<file path="src/rtl/xy_scan.sv">
// xy_scan: oscilloscope Pong display stage.
// Snapshots ball, paddle and score once per frame, then emits a blanked,
// dwell-timed X/Y point stream: ball raster, paddle line, two 7-segment digits.
module xy_scan #(
  parameter int unsigned X_MAX           = 255,
  parameter int unsigned Y_MAX           = 220,
  parameter int unsigned PLATE_HALFWIDTH = 15,
  parameter int unsigned DWELL           = 4,
  parameter int unsigned SETTLE          = 2,
  parameter int unsigned DIG_X0          = 8,
  parameter int unsigned DIG_Y0          = 230
) (
  input  logic       clk,
  input  logic       reset,
  input  logic [7:0] x_b,
  input  logic [7:0] y_b,
  input  logic [7:0] y_p_mid,
  input  logic [7:0] score,
  output logic [7:0] dac_x,
  output logic [7:0] dac_y,
  output logic       blank,
  output logic       frame_start
);

  localparam int unsigned W = 8;

  typedef enum logic [2:0] {
    S_START, S_LATCH, S_DIV, S_BALL, S_PADDLE, S_TENS, S_UNITS
  } state_t;

  state_t r_state, w_next;

  logic [W-1:0] r_xb, r_yb, r_ymin, r_ymax, r_rem;
  logic [3:0]   r_tens;
  logic [W-1:0] r_pt, r_cnt;
  logic [2:0]   r_seg;
  logic [W-1:0] r_dac_x, r_dac_y;
  logic         r_blank, r_fs;

  logic [W-1:0] w_ymin, w_ymax, w_score_sat;
  logic [W-1:0] w_plen, w_npts, w_x0, w_i, w_x, w_y;
  logic [3:0]   w_dval;
  logic [6:0]   w_mask;
  logic [1:0]   w_bdx, w_bdy;
  logic         w_digit, w_lit, w_in_stroke, w_first, w_settle;
  logic         w_pt_end, w_stroke_end, w_seg_done;

  // Segment pattern, bit 0 = a .. bit 6 = g
  function automatic logic [6:0] seg7(input logic [3:0] d);
    case (d)
      4'd0:    seg7 = 7'h3F;
      4'd1:    seg7 = 7'h06;
      4'd2:    seg7 = 7'h5B;
      4'd3:    seg7 = 7'h4F;
      4'd4:    seg7 = 7'h66;
      4'd5:    seg7 = 7'h6D;
      4'd6:    seg7 = 7'h7D;
      4'd7:    seg7 = 7'h07;
      4'd8:    seg7 = 7'h7F;
      4'd9:    seg7 = 7'h6F;
      default: seg7 = 7'h00;
    endcase
  endfunction

  // base + d - 1, clamped to the 8-bit DAC range
  function automatic logic [W-1:0] sat_off(input logic [W-1:0] base, input logic [1:0] d);
    logic [W+1:0] s;
    s = {2'b00, base} + (W+2)'(d);
    if (s == '0)                 sat_off = '0;
    else if (s > (W+2)'(256))    sat_off = '1;
    else                         sat_off = W'(s - (W+2)'(1));
  endfunction

  // Paddle extent and saturated score from the live inputs, used at capture
  always_comb begin
    w_ymin      = (y_p_mid >= W'(PLATE_HALFWIDTH)) ? y_p_mid - W'(PLATE_HALFWIDTH) : '0;
    w_ymax      = (y_p_mid <= W'(Y_MAX - PLATE_HALFWIDTH)) ? y_p_mid + W'(PLATE_HALFWIDTH)
                                                           : W'(Y_MAX);
    w_score_sat = (score > W'(99)) ? W'(99) : score;
  end

  // Stroke/point sequencing decode
  always_comb begin
    w_digit = (r_state == S_TENS) || (r_state == S_UNITS);
    w_dval  = (r_state == S_TENS) ? r_tens : r_rem[3:0];
    w_mask  = seg7(w_dval);
    if ((r_state == S_TENS) && (r_tens == 4'd0)) w_mask = '0;
    w_lit       = w_mask[r_seg];
    w_in_stroke = (r_state == S_BALL) || (r_state == S_PADDLE) || (w_digit && w_lit);
    w_first     = (r_pt == '0);
    w_plen      = w_first ? W'(SETTLE + DWELL) : W'(DWELL);
    w_settle    = w_first && (r_cnt < W'(SETTLE));
    case (r_state)
      S_BALL:   w_npts = W'(9);
      S_PADDLE: w_npts = W'(r_ymax - r_ymin + W'(1));
      default:  w_npts = W'(8);
    endcase
    w_pt_end     = w_in_stroke && (r_cnt == w_plen - W'(1));
    w_stroke_end = w_pt_end && (r_pt == w_npts - W'(1));
    w_seg_done   = w_digit && (!w_lit || w_stroke_end);
  end

  // Coordinate of the current point
  always_comb begin
    w_bdy = (r_pt >= W'(6)) ? 2'd2 : ((r_pt >= W'(3)) ? 2'd1 : 2'd0);
    w_bdx = 2'(r_pt - W'(3) * W'(w_bdy));
    w_x0  = (r_state == S_TENS) ? W'(DIG_X0) : W'(DIG_X0 + 12);
    w_i   = W'(r_pt[2:0]);
    w_x   = r_dac_x;
    w_y   = r_dac_y;
    case (r_state)
      S_BALL: begin
        w_x = sat_off(r_xb, w_bdx);
        w_y = sat_off(r_yb, w_bdy);
      end
      S_PADDLE: begin
        w_x = W'(X_MAX);
        w_y = r_ymin + r_pt;
      end
      S_TENS, S_UNITS: begin
        case (r_seg)
          3'd0: begin w_x = w_x0 + w_i;       w_y = W'(DIG_Y0 + 16);       end
          3'd1: begin w_x = w_x0 + W'(8);     w_y = W'(DIG_Y0 + 16) - w_i; end
          3'd2: begin w_x = w_x0 + W'(8);     w_y = W'(DIG_Y0 + 8) - w_i;  end
          3'd3: begin w_x = w_x0 + W'(8) - w_i; w_y = W'(DIG_Y0);          end
          3'd4: begin w_x = w_x0;             w_y = W'(DIG_Y0) + w_i;      end
          3'd5: begin w_x = w_x0;             w_y = W'(DIG_Y0 + 8) + w_i;  end
          default: begin w_x = w_x0 + w_i;    w_y = W'(DIG_Y0 + 8);        end
        endcase
      end
      default: ;
    endcase
  end

  // Next-state logic
  always_comb begin
    w_next = r_state;
    case (r_state)
      S_START:  w_next = S_LATCH;
      S_LATCH:  w_next = S_DIV;
      S_DIV:    if (r_rem < W'(10)) w_next = S_BALL;
      S_BALL:   if (w_stroke_end) w_next = S_PADDLE;
      S_PADDLE: if (w_stroke_end) w_next = S_TENS;
      S_TENS:   if (w_seg_done && (r_seg == 3'd6)) w_next = S_UNITS;
      S_UNITS:  if (w_seg_done && (r_seg == 3'd6)) w_next = S_START;
      default:  w_next = S_START;
    endcase
  end

  // State register
  always_ff @(posedge clk or posedge reset) begin
    if (reset) r_state <= S_START;
    else       r_state <= w_next;
  end

  // Frame snapshot, decimal conversion and point/segment counters
  always_ff @(posedge clk or posedge reset) begin
    if (reset) begin
      r_xb   <= '0;
      r_yb   <= '0;
      r_ymin <= '0;
      r_ymax <= '0;
      r_rem  <= '0;
      r_tens <= '0;
      r_pt   <= '0;
      r_cnt  <= '0;
      r_seg  <= '0;
    end else begin
      if (w_in_stroke && !w_pt_end) begin
        r_cnt <= r_cnt + W'(1);
      end else if (w_in_stroke && !w_stroke_end) begin
        r_cnt <= '0;
        r_pt  <= r_pt + W'(1);
      end else begin
        r_cnt <= '0;
        r_pt  <= '0;
      end
      if (w_seg_done) r_seg <= (r_seg == 3'd6) ? 3'd0 : r_seg + 3'd1;
      if (r_state == S_LATCH) begin
        r_xb   <= x_b;
        r_yb   <= y_b;
        r_ymin <= w_ymin;
        r_ymax <= w_ymax;
        r_rem  <= w_score_sat;
        r_tens <= '0;
      end else if ((r_state == S_DIV) && (r_rem >= W'(10))) begin
        r_rem  <= r_rem - W'(10);
        r_tens <= r_tens + 4'd1;
      end
    end
  end

  // Registered DAC, blank and frame pulse; DAC holds while no stroke is active
  always_ff @(posedge clk or posedge reset) begin
    if (reset) begin
      r_dac_x <= '0;
      r_dac_y <= '0;
      r_blank <= 1'b1;
      r_fs    <= 1'b0;
    end else begin
      r_fs    <= (r_state == S_LATCH);
      r_blank <= !w_in_stroke || w_settle;
      if (w_in_stroke) begin
        r_dac_x <= w_x;
        r_dac_y <= w_y;
      end
    end
  end

  assign dac_x       = r_dac_x;
  assign dac_y       = r_dac_y;
  assign blank       = r_blank;
  assign frame_start = r_fs;

endmodule

</file>
<file path="config.mk">
export PLATFORM = sky130hd
export DESIGN_NAME = xy_scan
export DESIGN_NICKNAME = d
export VERILOG_FILES = /design/src/rtl/xy_scan.sv
export SDC_FILE = /design/constraint.sdc
export NUM_CORES = 1
export LEC_CHECK = 0
export CAP_MARGIN = 20
export CORE_AREA = 5 5 135 137
export DETAILED_ROUTE_END_ITERATION = 16
export DIE_AREA = 0 0 140 142
export SYNTH_ARGS = -nofsm -noshare
export SYNTH_HDL_FRONTEND = slang
export SYNTH_SLANG_ARGS = --single-unit
</file>
<file path="constraint.sdc">
create_clock -name clk -period 4.5 [get_ports clk]
set_clock_uncertainty 0.1 [all_clocks]
set_input_delay 0.9 -clock clk [delete_from_list [all_inputs] [get_ports clk]]
set_output_delay 0.9 -clock clk [all_outputs]
set_load 0.02 [all_outputs]
</file>
Word-level counts from Yosys, hierarchy flattened
Memory sizes are Yosys's and may differ from the RTL's.
Index checks and enable logic that the tools add are counted.
Storage, ports and cells
  register bits after elaboration: 84
  bits in read-only memories: 112
  input port bits: 34
  memories kept: 1
Cells by class
  add/subtract/negate cells: 24
  $mul: 1
  magnitude comparators: 11
  equal/unequal tests: 19
  muxes and demuxes: 33
  reduce and logical (&&, ||, !) cells: 32
Memory list
  (no name shown): words 16, bits a word 7, rd ports 1, clocked after memory_dff 0, wr ports 0, RTL line 50  | case (d)
Operators by type and width (count)
  2-to-1 mux 8 bit: 11
  case mux 8 bit (3 select lines): 3
  case mux 8 bit (6 select lines): 1
  adder 8 x 1 -> 8 bit, second input constant: 3
  subtractor 8 x 1 -> 8 bit, second input constant: 3
  case mux 3 bit (7 select lines): 1
  zero test 10 bit: 2
  adder 8 x 2 -> 9 bit: 2
  equality test 3 bit, second input constant: 6
  > comparator 9 bit, second input constant: 2
  2-to-1 mux 3 bit: 6
  equality test 8 bit: 2
  >= comparator 8 x 4 -> 1 bit, second input constant: 2
  case mux 8 bit (2 select lines): 1
  subtractor 8 x 4 -> 8 bit, second input constant: 2
  adder 6 x 4 -> 7 bit, first input constant: 2
  equality test 3 x 2 -> 1 bit, second input constant: 4
  2-to-1 mux 4 bit: 3
  logical AND 1 bit: 10
  adder 8 x 4 -> 8 bit, second input constant: 1
  adder 8 bit: 1
  >= comparator 8 x 2 -> 1 bit, second input constant: 1
  >= comparator 8 x 3 -> 1 bit, second input constant: 1
  > comparator 8 x 7 -> 1 bit, second input constant: 1
  33 further kinds: 49

Logic depth before layout (Yosys ltp)
An unclocked memory read counts as a cell.
  depth in word-level cells: 15
  depth in mapped cells: 20
  mapped depth without buffers: 19

Least setup slack after synthesis
No wires, ideal clock.
  path type: register -> register
  start point: register r_pt[0]
  end point: register r_dac_x[1], in the netlist dac_x[1]
  data arrival time: 3813 ps
  data required time: 4268 ps
  slack: 455 ps
  stages on the path, launching flop included: 20
  buffers on the path: 1
  period minus slack after synthesis: 4045 ps
  path through: dfrtp_1 -> inv_1 -> ha_1 -> o21ai_0 -> nand3_1 -> nor2_1 -> ha_1 -> xnor2_1 -> xnor2_1 -> ha_1 -> a21oi_2 -> nand2b_1 -> nor3_1 -> or2_2 -> a21oi_1 -> or2_2 -> clkbuf_1 -> a21oi_1 -> a2111oi_0 -> nor2_1
On the way
  word-level cells in the longest chain between the ends: 10
RTL lines
  start, declared: RTL line 35  | logic [W-1:0] r_pt, r_cnt;
  start signal, assigned: RTL line 173  | r_pt <= r_pt + W'(1);
  >= comparator 8 x 2 -> 1 bit: RTL line 105  | w_bdy = (r_pt >= W'(6)) ? 2'd2 : ((r_pt >= W'(3)) ? 2'd1 : 2'd0);
  2-to-1 mux 1 bit: RTL line 105
  2-to-1 mux 2 bit: RTL line 105
  multiplier 1 x 2 -> 2 bit: RTL line 106  | w_bdx = 2'(r_pt - W'(3) * W'(w_bdy));
  subtractor 2 bit: RTL line 106
  adder 8 x 2 -> 9 bit: RTL line 68  | s = {2'b00, base} + (W+2)'(d);
  subtractor 8 x 1 -> 8 bit or > comparator 9 bit (tied branches): RTL line 71, 70
  2-to-1 mux 8 bit: RTL line 70  | else if (s > (W+2)'(256)) sat_off = '1;
  2-to-1 mux 8 bit: RTL line 69  | if (s == '0) sat_off = '0;
  case mux 8 bit (3 select lines) (*): RTL line 111  | case (r_state)
  end signal, assigned: RTL line 204  | r_dac_x <= w_x;
  end, declared: RTL line 37  | logic [W-1:0] r_dac_x, r_dac_y;
Every way passes the cells marked *; elsewhere a longest branch is shown, timed or not.
A chain may end at the register's enable or synchronous reset.

Worst setup path in the final report
  start point: register r_pt[1]
  end point: register r_dac_x[1], in the netlist dac_x[1]
The elaborated chain is that of the path after synthesis.

==> impl_metrics.ini <==
[run_status]
status = complete, no violations

[die]
row_count = 48
initial_core_util_pct = 39.13
die_area_mm2 = 0.01988
die_y_um = 142
die_w_um = 140
pin_count = 52
core_mm2 = 0.01694

[final_layout]
nFillCells = 1786
layout-drive-gt1-share_pct = 6.534
layout_common_cells = nand2_1, nor2_1, dfrtp_1
final_net_count = 945
fin_area_mm2 = 0.007671
stdcell_count = 1082
synthToLayoutAreaGrowth_pct = 15.74
diodes = 0
mostFrequentLayoutCell = nand2_1
fin_util_pct = 45.29

[critical_path]
cpPeakStageDelay_ps = 470
cp-start-kind = flop
r2r-end = dac_x[1]
crit_path_end_kind = flop
r2r-start = r_pt[1]
crit_type = reg2reg
worst_path_max_delay_cell = dfrtp_1
cpMostUsedCell = ha_1
rr_worst_depth = 17
crit_required_ps = 4640
cp_num_buf_inv = 0
path_cells = ha_1 -> o21ai_0 -> nand3_2 -> nor2_1 -> ha_1 -> xnor2_1 -> xnor2_2 -> ha_1 -> a21oi_4 -> nand2b_1 -> nor3_1 -> or2_2 -> a21oi_1 -> or2_2 -> a21oi_1 -> a2111oi_2 -> nor2_1
r2r_setup_slack_ps = 460
cp_top_family = simple AND/OR/NAND/NOR gates
crit_arrival_ps = 4170
critPathMaxFanout = 10

[hold_path]
whs_endpoint = dac_x[7]
hold_depth = 2
worstHoldStart = dac_x[7]
hp-class = reg2reg

[timing]
setup_viol = 0
maxSlewViolCount = 0
hold_viol_final = 0
finalCriticalPeriod_ps = 4035
fmax_ghz = 0.2478
setup_ws_ps = 464.8
rsz0062_at_grt = no
tns_ps = 0
fin_crit_sh_pct = 89.67
slew-limit-headroom_pct = 46.65
tightest_slew_ps = 795.9

[logic_synthesis]
netlist_instances = 815
ys.flop_type = dfrtp_1
syn_avg_cell_area_um2 = 8.132
yosysTopAreaCell = dfrtp_1
async_reset_ff_share_pct = 100.0
synth.area.top_cells = dfrtp_1, ha_1, nand2_1
netlist_area_mm2 = 0.006628
post-synth-top-area-fraction_pct = 31.34
synth-warning-count = 0
ys_seq_area_share_pct = 31.73
synth_edf_count = 0
ys_types = 74
ys_seq_elements = 84
syn_nets = 908

[grt]
grt_pass1_vias = 5548
grt-ovfl-total = 0
grt_pass1_wl_um = 27410
antenna_found_initial = 0
grt_max_degree = 49
grt.total_usage_pct = 16.68

[placement]
placed_cell_area_mm2 = 0.007358
portBuffers = 51
placed_cells = 1066
place_ws_ps = 346.5
dp_hpwl_um = 12030
gp_congestion = 0.8136

[route]
wl_per_cell_um = 14.84
drt_iter0_drc = 226
firstDrtPassIters = 5
wl_um = 16060
detail-route-antenna-nets = 0
vias = 5687
viasPerCell = 5.256
drc = 0

[clock_tree]
post_cts_buffers = 0
clk_path_buf_depth = 2
tritoncts = built
path_clk_slew_ps = 70
cts_sinks = 84
clkLatencyLatePin_ps = 360
h-tree-depth = 3
cts_buffers = 9
clockRootBuffer = clkbuf_16

[power_and_ir_drop]
peakVddDrop_v = 0.0003132
powerDensity_mw_per_mm2 = 656.6
p_leak_nw = 3.413

[run]
cap_violations = 0
## flip-flops by register name (all words and copies together) (netlist names)
name	count
dac_x	8
dac_y	8
r_cnt	8
r_pt	8
r_rem	8
r_xb	8
r_yb	8
r_ymax	8
r_ymin	8
r_tens	4
r_seg	3
r_state	3
blank	1
frame_start	1
## cells in the mapped netlist (5+ instances only)
library cell / count
a21o_1: 6
a21oi_1: 55
a31oi_1: 13
and3_1: 5
buf_2: 7
clkbuf_1: 24
dfrtp_1: 83
ha_1: 55
inv_1: 43
nand2_1: 125
nand2b_1: 8
nand3_1: 23
nand3b_1: 6
nand4_1: 7
nor2_1: 91
nor3_1: 20
o21ai_0: 37
o21ai_1: 7
o31ai_1: 11
or3_1: 8
xnor2_1: 44
xor2_1: 27
## cell type report
cell class,count,area (um2),area share [%]
clock inverter,4,50.05,0.6524
clock buffer,12,236.5,3.083
inverter,44,166.4,2.169
multi-input combinational,649,4225,55.08
tap,225,281.5,3.670
sequential,84,2103,27.42
timing repair buffer,64,608.1,7.927
## worst reg2reg max path, cell delays in order (launching register included)
cell and delay, ps:
dfrtp_1 470, ha_1 220, o21ai_0 200, nand3_2 200
nor2_1 200, ha_1 180, xnor2_1 170, xnor2_2 170
ha_1 300, a21oi_4 280, nand2b_1 210, nor3_1 100
or2_2 280, a21oi_1 180, or2_2 210, a21oi_1 70
a2111oi_2 330, nor2_1 60
## layer usage
layer	part of all wire (%)	GRT usage [%]	vias up	wire [um]
li1	-	-	2903	-
met1	48	22.61	2697	7719
met2	47	27.78	75	7599
met3	3.6	3.394	12	585
met4	0.97	3.672	0	155
met5	0	0	-	0
## worst max path at each step
stage	cells after the start	startpoint	end	slack (ps)
finish	17	r_pt[1]	dac_x[1]	460
global placement	17	r_pt[1]	dac_x[1]	440
global route	17	r_pt[1]	dac_x[1]	50
detailed placement	17	r_pt[1]	dac_x[1]	350
floorplan	19	r_pt[0]	dac_x[1]	450
CTS	17	r_pt[1]	dac_x[1]	320
## power by group
group	switching (mW)	leakage, nW	internal, mW	total (mW)
logic	1.55	2.26	1.26	2.81
registers	0.374	1.02	1.09	1.47
clock network	0.326	0.133	0.430	0.756
total	2.25	3.41	2.78	5.04
## logic make-up after synthesis
logic type	Yosys count	share of synthesized area (%)
mux	9	1.586
fa+ha+maj	61	11.89
compound gates	181	17.27
xor+xnor	72	9.723
simple gates	326	22.79
buf+inv	82	5.003
flops	84	31.73
## through the flow
step | power (mW) | hold slack [ps]
after floorplan | 3.498 | 342.8
after global placement | 4.230 | 353.0
after detailed placement | 4.254 | 359.5
after CTS | 5.048 | 373.5
after global routing | 5.529 | 401.0
final | 5.037 | 363.2
## what timing repair did
action | CTS | global route
endpoints found under the setup margin | 0 | 1
hold buffers | 0 | 0
endpoints found under the hold margin | 0 | 0
resized for setup | 0 | 5
Note: power is estimated with default switching activity, not from simulation.
